$ cat src/rtl/lh_msg_driver.sv
// Initiator for the light-hash core: buffers one upstream message, streams it out one character
// per cycle and checks the returned digest. Build macro LH_DRV_PRECHECK_EN adds load-time filtering.

module lh_msg_driver #(
    parameter int MSG_DEPTH = 32,
    parameter int TIMEOUT   = 64
) (
    input  logic        clk,
    input  logic        rst_n,
    input  logic [7:0]  in_char,
    input  logic        in_valid,
    input  logic        in_last,
    output logic        in_ready,
    input  logic [63:0] exp_digest,
    output logic [7:0]  ptxt_char,
    output logic        ptxt_valid,
    input  logic [63:0] digest_char,
    input  logic        digest_ready,
    input  logic        err_invalid_ptxt_char,
    output logic        busy,
    output logic        done,
    output logic        match,
    output logic [2:0]  err_flags
);

    localparam int PW = $clog2(MSG_DEPTH);
    localparam int CW = PW + 1;
    localparam int TW = $clog2(TIMEOUT + 1);
    localparam logic [CW-1:0] DEPTH_C    = CW'(MSG_DEPTH);
    localparam logic [TW-1:0] TMO_LAST_C = TW'(TIMEOUT - 1);

    typedef enum logic [2:0] {
        ST_IDLE   = 3'd0,
        ST_LOAD   = 3'd1,
        ST_SEND   = 3'd2,
        ST_WAIT   = 3'd3,
        ST_REPORT = 3'd4
    } state_t;

`ifdef LH_DRV_PRECHECK_EN
    function automatic logic is_alnum(input logic [7:0] c);
        is_alnum = ((c >= 8'h30) && (c <= 8'h39)) ||
                   ((c >= 8'h41) && (c <= 8'h5A)) ||
                   ((c >= 8'h61) && (c <= 8'h7A));
    endfunction
`endif

    state_t        state_r, state_s;
    logic [7:0]    buf_r [MSG_DEPTH];
    logic [CW-1:0] count_r, count_d, count_inc_s;
    logic [PW-1:0] rd_ptr_r, rd_ptr_d;
    logic [TW-1:0] tmo_cnt_r, tmo_cnt_d;
    logic [63:0]   exp_digest_r, exp_digest_d;
    logic [7:0]    ptxt_char_r, ptxt_char_d;
    logic          ptxt_valid_r, ptxt_valid_d;
    logic          done_r, done_d;
    logic          match_r, match_d;
    logic [2:0]    err_flags_r, err_flags_d, err_base_s, err_next_s;
    logic          in_ready_s, hs_s, last_hs_s, room_s, char_ok_s, wr_en_s;
    logic          ovf_s, inv_s, tmo_s, send_last_s;

    // Handshake, buffer-space and error-event decode
    always_comb begin
        in_ready_s = (state_r == ST_IDLE) || (state_r == ST_LOAD);
        hs_s       = in_valid && in_ready_s;
        last_hs_s  = hs_s && in_last;
        room_s     = (count_r < DEPTH_C);
`ifdef LH_DRV_PRECHECK_EN
        char_ok_s  = is_alnum(in_char);
        inv_s      = hs_s && room_s && !char_ok_s;
`else
        char_ok_s  = 1'b1;
        // The core flag lags its character by one cycle, hence the skewed sampling window
        inv_s      = err_invalid_ptxt_char &&
                     (((state_r == ST_SEND) && (rd_ptr_r != {PW{1'b0}})) ||
                      ((state_r == ST_WAIT) && (tmo_cnt_r == {TW{1'b0}})));
`endif
        wr_en_s     = hs_s && room_s && char_ok_s;
        ovf_s       = hs_s && !room_s && !in_last;
        tmo_s       = (state_r == ST_WAIT) && !digest_ready && (tmo_cnt_r == TMO_LAST_C);
        count_inc_s = count_r + CW'(wr_en_s);
        err_base_s  = ((state_r == ST_IDLE) && hs_s) ? 3'b000 : err_flags_r;
        err_next_s  = err_base_s | {tmo_s, inv_s, ovf_s};
        send_last_s = ((CW'(rd_ptr_r) + CW'(1)) == count_r);
    end

    // Next-state logic
    always_comb begin
        state_s = state_r;
        case (state_r)
            ST_IDLE, ST_LOAD: begin
                if (last_hs_s) begin
                    state_s = (count_inc_s == {CW{1'b0}}) ? ST_WAIT : ST_SEND;
                end else if (hs_s) begin
                    state_s = ST_LOAD;
                end else begin
                    state_s = state_r;
                end
            end
            ST_SEND:   state_s = send_last_s ? ST_WAIT : ST_SEND;
            ST_WAIT:   state_s = (digest_ready || (tmo_cnt_r == TMO_LAST_C)) ? ST_REPORT : ST_WAIT;
            ST_REPORT: state_s = ST_IDLE;
            default:   state_s = ST_IDLE;
        endcase
    end

    // Output and datapath next values
    always_comb begin
        count_d      = count_inc_s;
        rd_ptr_d     = rd_ptr_r;
        tmo_cnt_d    = {TW{1'b0}};
        exp_digest_d = last_hs_s ? exp_digest : exp_digest_r;
        ptxt_char_d  = ptxt_char_r;
        ptxt_valid_d = 1'b0;
        done_d       = 1'b0;
        match_d      = match_r;
        err_flags_d  = err_next_s;
        case (state_r)
            ST_IDLE, ST_LOAD: begin
                match_d  = ((state_r == ST_IDLE) && hs_s) ? 1'b0 : match_r;
                rd_ptr_d = {PW{1'b0}};
                // First character leaves on the handshake edge; bypass the buffer for one-char messages
                if (state_s == ST_SEND) begin
                    ptxt_valid_d = 1'b1;
                    ptxt_char_d  = (count_r == {CW{1'b0}}) ? in_char : buf_r[{PW{1'b0}}];
                end else begin
                    ptxt_valid_d = 1'b0;
                end
            end
            ST_SEND: begin
                if (send_last_s) begin
                    ptxt_valid_d = 1'b0;
                end else begin
                    rd_ptr_d     = rd_ptr_r + PW'(1);
                    ptxt_char_d  = buf_r[rd_ptr_r + PW'(1)];
                    ptxt_valid_d = 1'b1;
                end
            end
            ST_WAIT: begin
                if (state_s == ST_REPORT) begin
                    done_d  = 1'b1;
                    match_d = digest_ready && (digest_char == exp_digest_r) && (err_next_s == 3'b000);
                end else begin
                    tmo_cnt_d = tmo_cnt_r + TW'(1);
                end
            end
            ST_REPORT: begin
                count_d  = {CW{1'b0}};
                rd_ptr_d = {PW{1'b0}};
            end
            default: begin
                count_d  = {CW{1'b0}};
                rd_ptr_d = {PW{1'b0}};
            end
        endcase
    end

    // FSM state register
    always_ff @(posedge clk or negedge rst_n) begin
        if (!rst_n) begin
            state_r <= ST_IDLE;
        end else begin
            state_r <= state_s;
        end
    end

    // Counters, latched digest and registered outputs
    always_ff @(posedge clk or negedge rst_n) begin
        if (!rst_n) begin
            count_r      <= {CW{1'b0}};
            rd_ptr_r     <= {PW{1'b0}};
            tmo_cnt_r    <= {TW{1'b0}};
            exp_digest_r <= 64'h0;
            ptxt_char_r  <= 8'h00;
            ptxt_valid_r <= 1'b0;
            done_r       <= 1'b0;
            match_r      <= 1'b0;
            err_flags_r  <= 3'b000;
        end else begin
            count_r      <= count_d;
            rd_ptr_r     <= rd_ptr_d;
            tmo_cnt_r    <= tmo_cnt_d;
            exp_digest_r <= exp_digest_d;
            ptxt_char_r  <= ptxt_char_d;
            ptxt_valid_r <= ptxt_valid_d;
            done_r       <= done_d;
            match_r      <= match_d;
            err_flags_r  <= err_flags_d;
        end
    end

    // Message buffer storage; contents are don't-care after reset
    always_ff @(posedge clk) begin
        if (wr_en_s) begin
            buf_r[count_r[PW-1:0]] <= in_char;
        end
    end

    assign in_ready   = in_ready_s;
    assign busy       = (state_r != ST_IDLE);
    assign ptxt_char  = ptxt_char_r;
    assign ptxt_valid = ptxt_valid_r;
    assign done       = done_r;
    assign match      = match_r;
    assign err_flags  = err_flags_r;

endmodule

$ cat config.mk
export PLATFORM = sky130hd
export DESIGN_NAME = lh_msg_driver
export DESIGN_NICKNAME = d
export VERILOG_FILES = /design/src/rtl/lh_msg_driver.sv
export SDC_FILE = /design/constraint.sdc
export NUM_CORES = 1
export LEC_CHECK = 0
export ABC_CLOCK_PERIOD_IN_PS = 3300
export BUFFER_PORTS_ARGS = -buffer_cell sky130_fd_sc_hd__buf_2
export CAP_MARGIN = 25
export CORE_MARGIN = 1
export CORE_UTILIZATION = 50
export CTS_BUF_LIST = sky130_fd_sc_hd__clkbuf_8 sky130_fd_sc_hd__clkbuf_16
export CTS_CLUSTER_DIAMETER = 30
export DETAILED_ROUTE_END_ITERATION = 12
export GPL_TIMING_DRIVEN = 0
export MAX_ROUTING_LAYER = met4
export PLACE_DENSITY = 0.72
export SLEW_MARGIN = 40
export SYNTH_ARGS = -nofsm -noshare
export SYNTH_HDL_FRONTEND = slang
export SYNTH_SLANG_ARGS = --single-unit
$ cat constraint.sdc
create_clock -name clk -period 3.3 [get_ports clk]
set_input_delay 0.66 -clock clk [delete_from_list [all_inputs] [get_ports clk]]
set_output_delay 0.66 -clock clk [all_outputs]
set_load 0.01 [all_outputs]
Word level (Yosys, flattened, before mapping)
Memories as Yosys holds them, arrays and structs flattened.
Cells that the tools add are included.
{ "totals": {"reg_bits": 99, "latchBits": 0, "mem_count": 1, "ramBits": 256, "mem_bits_ro": 0, "elab_cells": 89} }
{ "memory_table": {"columns": ["memory", "depth", "width", "read_ports", "rd_clocked_by_memory_dff", "wr", "line", "source"], "rows": [
  ["buf_r", 32, 8, 2, 0, 1, "49", "logic [7:0] buf_r [MSG_DEPTH];"]
]} }
{ "classes": {"div": 0, "eq_ne": 12, "n_bitwise": 2, "n_mux": 26, "mul": 0, "addsub": 4, "magnitude_cmp": 1, "n_reduce_logical": 33, "shift": 0} }
{ "op_table": {"columns": ["operator", "n"], "rows": [
  ["$eq 64x64->1", 1],
  ["$mux 8", 3],
  ["$pmux 8 s2", 1],
  ["$mux 7", 2],
  ["$logic_and 1x1->1", 13],
  ["$logic_not 6->1", 2],
  ["$mux 3", 4],
  ["$mux 1", 10],
  ["$pmux 5 s2", 1],
  ["$eq 3x2->1 const B", 3],
  ["$pmux 3 s3", 1],
  ["$add 7x1->7 const B", 1],
  ["$eq 7x6->1 const B", 1],
  ["$logic_not 7->1", 1],
  ["$add 5x1->6 const B", 1],
  ["$add 6x1->6", 1],
  ["$eq 6x6->1", 1],
  ["$logic_not 3->1", 2],
  ["$lt 6x6->1 const B", 1],
  ["$mux 6", 1],
  ["$ne 2x2->1 const B", 3],
  ["$reduce_and 3->1", 2],
  ["$add 5x1->5 const B", 1],
  ["$mux 5", 1],
  ["14 further kinds", 20]
]} }

Logic depth before layout (Yosys ltp)
Gate-level depths: netlist of the first run.
{ "depth": {"ltp_word": 12, "depth_mapped": 14} }

Worst setup path before layout of the first run
OpenSTA, ideal clock, no wires.
{ "synth_timing": {"path_kind": "register -> register", "from": "register rd_ptr_r[0]", "to": "register ptxt_char_r[0], in the netlist ptxt_char[0]", "path_stages_with_launch": 13, "path_slack_ps": 16, "arrival_time_ps": 3153, "path_buffers": 6, "period_less_slack_ps": 3284, "path_cell_list": "dfrtp_1 -> buf_6 -> buf_4 -> buf_2 -> buf_4 -> inv_1 -> ha_1 -> buf_2 -> clkbuf_1 -> mux4_2 -> mux4_2 -> a21oi_1 -> a31oi_1"} }
{ "synth_between": {"elab_chain_cells": 7, "word_cells_on_any_way": 12} }
{ "synth_lines": {"columns": ["item", "line", "source"], "rows": [
  ["start, declared", "51", "logic [PW-1:0] rd_ptr_r, rd_ptr_d;"],
  ["start signal, assigned", "171", "rd_ptr_r <= {PW{1'b0}};"],
  ["start signal, assigned", "181", "rd_ptr_r <= rd_ptr_d;"],
  ["$add 5x1->6", "84", "send_last_s = ((CW'(rd_ptr_r) + CW'(1)) == count_r);"],
  ["$eq 6x6->1", "84", null],
  ["$mux 1", "100", "ST_SEND: state_s = send_last_s ? ST_WAIT : ST_SEND;"],
  ["$pmux 3 s3", "90", "case (state_r)"],
  ["$eq 3x2->1", "123", "if (state_s == ST_SEND) begin"],
  ["$ne 2x2->1 (no source line)", null, null],
  ["$reduce_and 3->1 (no source line)", null, null],
  ["end signal, assigned", "184", "ptxt_char_r <= ptxt_char_d;"],
  ["end, declared", "54", "logic [7:0] ptxt_char_r, ptxt_char_d;"]
]} }
Parallel ways exist; a longest one is shown, timed or not. The select of a mux whose other input is x is not followed.
A chain may end at the register's enable or synchronous reset.

Worst setup path in the final report of the first run
{ "layout_timing": {"from": "register rd_ptr_r[1]", "to": "register ptxt_char_r[4], in the netlist ptxt_char[4]"} }
The elaborated chain is that of the path after synthesis.

==> metrics, run 1 <==
routability cong. 0.9474; die extent in x 174.7 um; Worst R2R Start rd_ptr_r[1]; Synth area leaders edfxtp_1, dfrtp_1, mux4_2; final setup fails 0; Vias about 9600; Seq/Total Area, Yosys 0.6819; Die Ht 174.7 um; Place WS -1.302 ns; Clk Latency, worst-skew pair roughly 0.57 ns; fraction of layout cells with a size suffix above 1 0.3121; Worst Tran Pin Value approximately 0.94 ns; dominant cell type by area after synthesis edfxtp_1; Layout Area Growth over Synthesis 26.63%; Post-synth EDFFs about 260; Final nets 1394; worst vdd ir ~490 uV; Post-Syn Nets around 1200; CTS Root Cell clkbuf_16; via/cell ratio about 5.7; drt pass-1 iters 7; max incr delay on CP ~0.62 ns; final worst slack roughly 0.16 ns; Rows 62; Util after Layout 0.6506; Comb pwr share 0.250; RSZ-0062 raised after global routing false; min-delay worst type primary input to flip-flop; hold_sp exp_digest[29]; initial DRC count just under 1000; Int Pwr 12250 uW; Switch Pwr between 5000 and 6000 uW; Syn Area/Cell 14.79 um^2; yosys warns 0; sw frac 0.2972; Async SR Flop Fraction 0.2789; max frequency 0.3182 GHz; status complete, no violations; launching element type of the critical path flip-flop; Detail Placement HPWL ~25000 um; vias in the first global route roughly 10000; total wire length ~38000 um; Leak 0.007408 uW; final slew viol count 0; CTS tree built; core area between 20000 and 30000 um^2; final hold violation count 0; Design Power about 17000 uW; Mapped Area 14910 um^2; critical path capture point type flip-flop; period utilization 0.9523; Top FF cell, synth edfxtp_1; Synth top area share 0.5157; Remaining DRCs 0; num ports about 160; fill count 2012; WP buf/inv 2; FF/Latch Area between 10000 and 15000 um^2; Slowest-stage cell, CP xnor2_1; commonest non-fill, non-tap cell in the layout edfxtp_1; antenna-violating nets left 0; WL per Instance approximately 23 um; H-tree Lvls 3; Final Cell Area 18880 um^2; Max Cap Viol 0; largest net degree at the start of global routing just under 70; placed instance area roughly 16000 um^2; Clock Pin Slew Worst Setup and Hold Paths roughly 0.05 ns; Slew HR 0.3699; Syn Inst Count about 1000; Power Density approximately 920 nW/um^2; number of clock sinks approximately 360; first-pass GRT wire length around 58000 um; Initial Util 0.5138; CP arrival between 3 and 4 ns; Unique masters post-synth 54; clock skew approximately 0.023 ns; worst setup path class flip-flop to flip-flop; commonest non-fill, non-tap cells in the layout edfxtp_1, nand2_1, buf_2; Num CTS Buffers 72; WHS between 0.2 and 0.3 ns; Setup crit start rd_ptr_r[1]; total track usage 0.2627; antenna violations before repair 1; most frequent CP cell clkbuf_1; area of the multi-input gates approximately 4500 um^2; #FFs+latches synth about 360; count of input and output buffers approximately 160; Clock power frac 0.419; Worst EP required ~3.8 ns; die area 30510 um^2; CTS Buffer Depth 3; GRT overflow 0; CP top delay family buffers and inverters; crit-path cells ha_1 -> xnor2_1 -> clkbuf_1 -> clkbuf_1 -> nand3_1 -> nand2_1 -> o21ai_2 -> a31oi_1; crit-path max FO 10; fin crit period between 3 and 4 ns; Reg power frac 0.331
[cells in the mapped netlist, types with 3 or more instances]
master	number
ha_1	6
and3_1	5
nor2_1	61
nand3_1	33
a21oi_1	6
xor2_1	25
a31oi_1	8
o22ai_1	8
nand2_1	208
buf_2	15
o21ai_0	15
buf_4	4
inv_1	25
a22o_1	7
or3b_2	3
mux2i_1	8
o211ai_1	3
nor4_1	8
clkbuf_1	24
a221oi_1	4
edfxtp_1	256
nor3_1	6
xnor2_1	40
or4_1	3
dfrtp_1	99
mux4_2	72
nand3b_1	7
o2bb2ai_1	4
nand4_1	11
[cells by family (layout without fill, tap and decap cells)]
kind of cell | Yosys count | after routing | synth area share
and+or+nand+nor | 357 | 357 | 0.1039
DFF | 355 | 355 | 0.6819
muxes | 83 | 83 | 0.1167
buffers and inverters | 72 | 368 | 0.02166
AOI/OAI and AO/OA | 69 | 69 | 0.03156
xor gates and xnor gates | 66 | 66 | 0.03928
adders and majority gates | 6 | 6 | 0.005036
other | 0 | 1 | 0
[power by group through the flow]
stage / Clock [uW] / Sequential (uW) / Combinational [uW]
floorplan: 0 / 5770 / 2820
global placement: 0 / 5810 / 3990
detailed placement: 0 / 5830 / 4060
CTS: 7380 / 5760 / 4260
global route: 7590 / 5830 / 4670
finish: 7310 / 5770 / 4350
[registers in the layout (all words and copies together), names as in the netlist, 3 cells and up]
register and count:
buf_r 256, count_r 6, err_flags 3, exp_digest_r 64, ptxt_char 8, rd_ptr_r 5, state_r 3, tmo_cnt_r 7
[tightest hold or removal path: cells and delay by family]
kind	cells	cell delay (ns)
buffers and inverters	1	0.08
and+or+nand+nor	2	0.08
[cell type report]
cell class | count | share of cell area
flip-flops and latches | 355 | 0.5385
inverters | 25 | 0.004971
repair buffers | 164 | 0.04613
multi-input cells | 581 | 0.2381
diodes | 1 | 0.0001326
clock inverters | 58 | 0.03367
well taps | 384 | 0.02545
plain buffers | 47 | 0.01558
clock buffers | 74 | 0.09750
[repair_timing]
action | 4_1_cts | 5_1_grt
endpoints found under the setup margin | 9 | 8
pin swaps | 0 | 1
hold buffers | 1 | 0
resized for setup | 32 | 8
endpoints found under the hold margin | 31 | 0
setup buffers | 1 | 4
[metal layers]
| metal | share of wire | up-vias | GRT usage |
|---|---|---|---|
| met5 | 0 | - | - |
| met4 | 0.036 | 0 | 0.1221 |
| met3 | 0.092 | 83 | 0.06614 |
| met2 | 0.47 | 528 | 0.3985 |
| met1 | 0.40 | 4767 | 0.3339 |
| li1 | - | 4253 | - |
[through the flow]
stage | cells | setup TNS [ns]
2_1_floorplan | 1008 | 0
3_3_place_gp | 1549 | -9.125
4_1_cts | 1684 | -0.001806
5_1_grt | 1689 | 0
6_report | 1689 | 0
3_5_place_dp | 1550 | -9.351
[path summary, 6_finish.rpt]
kind / cells past startpoint / slack (ns) / endpoint
setup / recovery: 8 / 0.16 / ptxt_char[4]
hold / removal: 3 / 0.28 / exp_digest_r[29]
setup reg to reg: 8 / 0.16 / ptxt_char[4]
hold reg to reg: 1 / 0.48 / tmo_cnt_r[0]
max in group asynchronous: 3 / 2.11 / exp_digest_r[3]
min in group asynchronous: 2 / 0.55 / err_flags[1]
(Power assumes the default switching activity.)
==> run 2: changes to the inputs <==
--- a/config.mk
+++ b/config.mk
@@ -16,6 +16,7 @@
 export GPL_TIMING_DRIVEN = 0
 export MAX_ROUTING_LAYER = met4
 export PLACE_DENSITY = 0.72
+export REMOVE_ABC_BUFFERS = 1
 export SLEW_MARGIN = 40
 export SYNTH_ARGS = -nofsm -noshare
 export SYNTH_HDL_FRONTEND = slang
==> run 2 against run 1 <==
Utilization down 0.84 points. Register-to-register slack better by 0.02 ns. Combinational power down 6.9%.
==> metrics, run 2 (synthesis gave the netlist of run 1 again) <==
CTS Buffer Depth 3; drt pass-1 iters 5; Layout Area Growth over Synthesis 25.00%; min-delay worst type primary input to asynchronous set/reset pin; fraction of layout cells with a size suffix above 1 0.2986; Clock Pin Slew Worst Setup and Hold Paths around 0.05 ns; commonest non-fill, non-tap cell in the layout edfxtp_1; Final nets ~1400; Rows 62; antenna-violating nets left 0; Worst EP required 3.74 ns; fin crit period 3.124 ns; Detail Placement HPWL 22030 um; antenna violations before repair 0; H-tree Lvls 3; Remaining DRCs 0; crit-path max FO 11; final slew viol count 0; CTS Root Cell clkbuf_16; critical path capture point type flip-flop; most frequent CP cell ha_1; worst vdd ir 523.2 uV; final setup fails 0; Num CTS Buffers 70; Worst R2R Start state_r[2]; initial DRC count roughly 770; WL per Instance 20.98 um; worst setup path class flip-flop to flip-flop; total track usage 0.2413; antenna diode count 0; status complete, no violations; Die Ht about 170 um; Vias roughly 9000; Clk Latency, worst-skew pair 0.57 ns; count of input and output buffers 157; first-pass GRT wire length around 54000 um; commonest non-fill, non-tap cells in the layout edfxtp_1, nand2_1, buf_2; routability cong. between 0.8 and 0.9; final worst slack roughly 0.18 ns; Place WS -0.5013 ns; crit-path cells nor2_4 -> nand2_1 -> nor2_2 -> ha_1 -> ha_1 -> xnor2_1 -> nor3b_1 -> a41oi_2 -> or2_4 -> mux2_4; max frequency 0.3201 GHz; number of clock sinks ~360; CP arrival about 3.6 ns; WP buf/inv 0; die extent in x about 170 um; CTS tree built; clock skew between 0.02 and 0.03 ns; largest net degree at the start of global routing 56; GRT overflow 0; max incr delay on CP between 0.5 and 0.6 ns; final hold violation count 0; via/cell ratio 5.619; total wire length approximately 34000 um; Worst Tran Pin Value between 0.8 and 0.9 ns; Slew HR 0.4619; vias in the first global route 9518; launching element type of the critical path flip-flop; CP top delay family simple AND/OR/NAND/NOR gates; Power Density around 900 nW/um^2; Slowest-stage cell, CP dfrtp_1; Setup crit start state_r[2]; Non-Filler Instances between 1500 and 2000; period utilization 0.9467; WHS around 0.0036 ns; Max Cap Viol 0; RSZ-0062 raised after global routing false; Leak about 0.0072 uW; max reg flops approximately 260; num ports 158; die area approximately 31000 um^2; core area ~29000 um^2; Initial Util 0.5138; number of hold buffers added after cts 0; dpl cells ~1500
-- run 2: cell types whose count changed in the layout (fill, tap and decap cells not counted), sizes merged --
cell / delta
dlygate4sd3: -1
buf: -19
clkinvlp: +3
clkbuf: -20
diode: -1
bufinv: -4
inv: -2
xnor2: +1
clkinv: -3
-- run 2: worst paths after layout --
check / to / cells after the start / slack (ns)
setup / recovery: ptxt_char[6] / 10 / 0.18
hold / removal: ptxt_char[2] / 1 / 0.004
setup reg to reg: ptxt_char[6] / 10 / 0.18
hold reg to reg: tmo_cnt_r[0] / 1 / 0.48
max in group asynchronous: exp_digest_r[47] / 2 / 2.70
min in group clk: exp_digest_r[12] / 3 / 0.30
-- run 2: power by group --
| group | internal [uW] | switching [uW] |
|---|---|---|
| sequential | 5410 | 457 |
| clock | 4520 | 2350 |
| combinational | 1890 | 2160 |
| total | 11800 | 4970 |
-- run 2: per-layer routing --
metal / vias to the layer above / routed length, um / global-route usage
met5: - / 0 / -
met4: 0 / 969 / 0.1000
met3: 78 / 2620 / 0.05244
met2: 441 / 16600 / 0.3722
met1: 4556 / 14290 / 0.3122
li1: 4157 / - / -
-- run 2: repair_timing --
action                     CTS  global route
setup endpoints to repair   13             3
pin swaps                    2             0
buffers inserted             4             0
cloned                       1             0
resized for setup            5             2
-- run 2: final cells by class --
| type | instances | area, um^2 |
|---|---|---|
| Multi-Input combinational cell | 582 | 4546 |
| Sequential cell | 355 | 10170 |
| Tap cell | 384 | 480.5 |
| Clock inverter | 52 | 493.0 |
| Clock buffer | 75 | 1843 |
| Timing Repair Buffer | 170 | 1008 |
| Fill cell | 2068 | 10380 |
| Inverter | 25 | 93.84 |
-- run 2: metrics by stage --
stage	instance area [um^2]	power (uW)	utilization	TNS [ns]
after floorplan	14680	8575	-	-35.24
after global placement	15940	9733	0.5496	-69.76
after detailed placement	16180	9882	0.5576	-3.288
after CTS	18610	16900	0.6415	0
after global routing	18630	17510	0.6422	0
final	18630	16780	0.6422	0
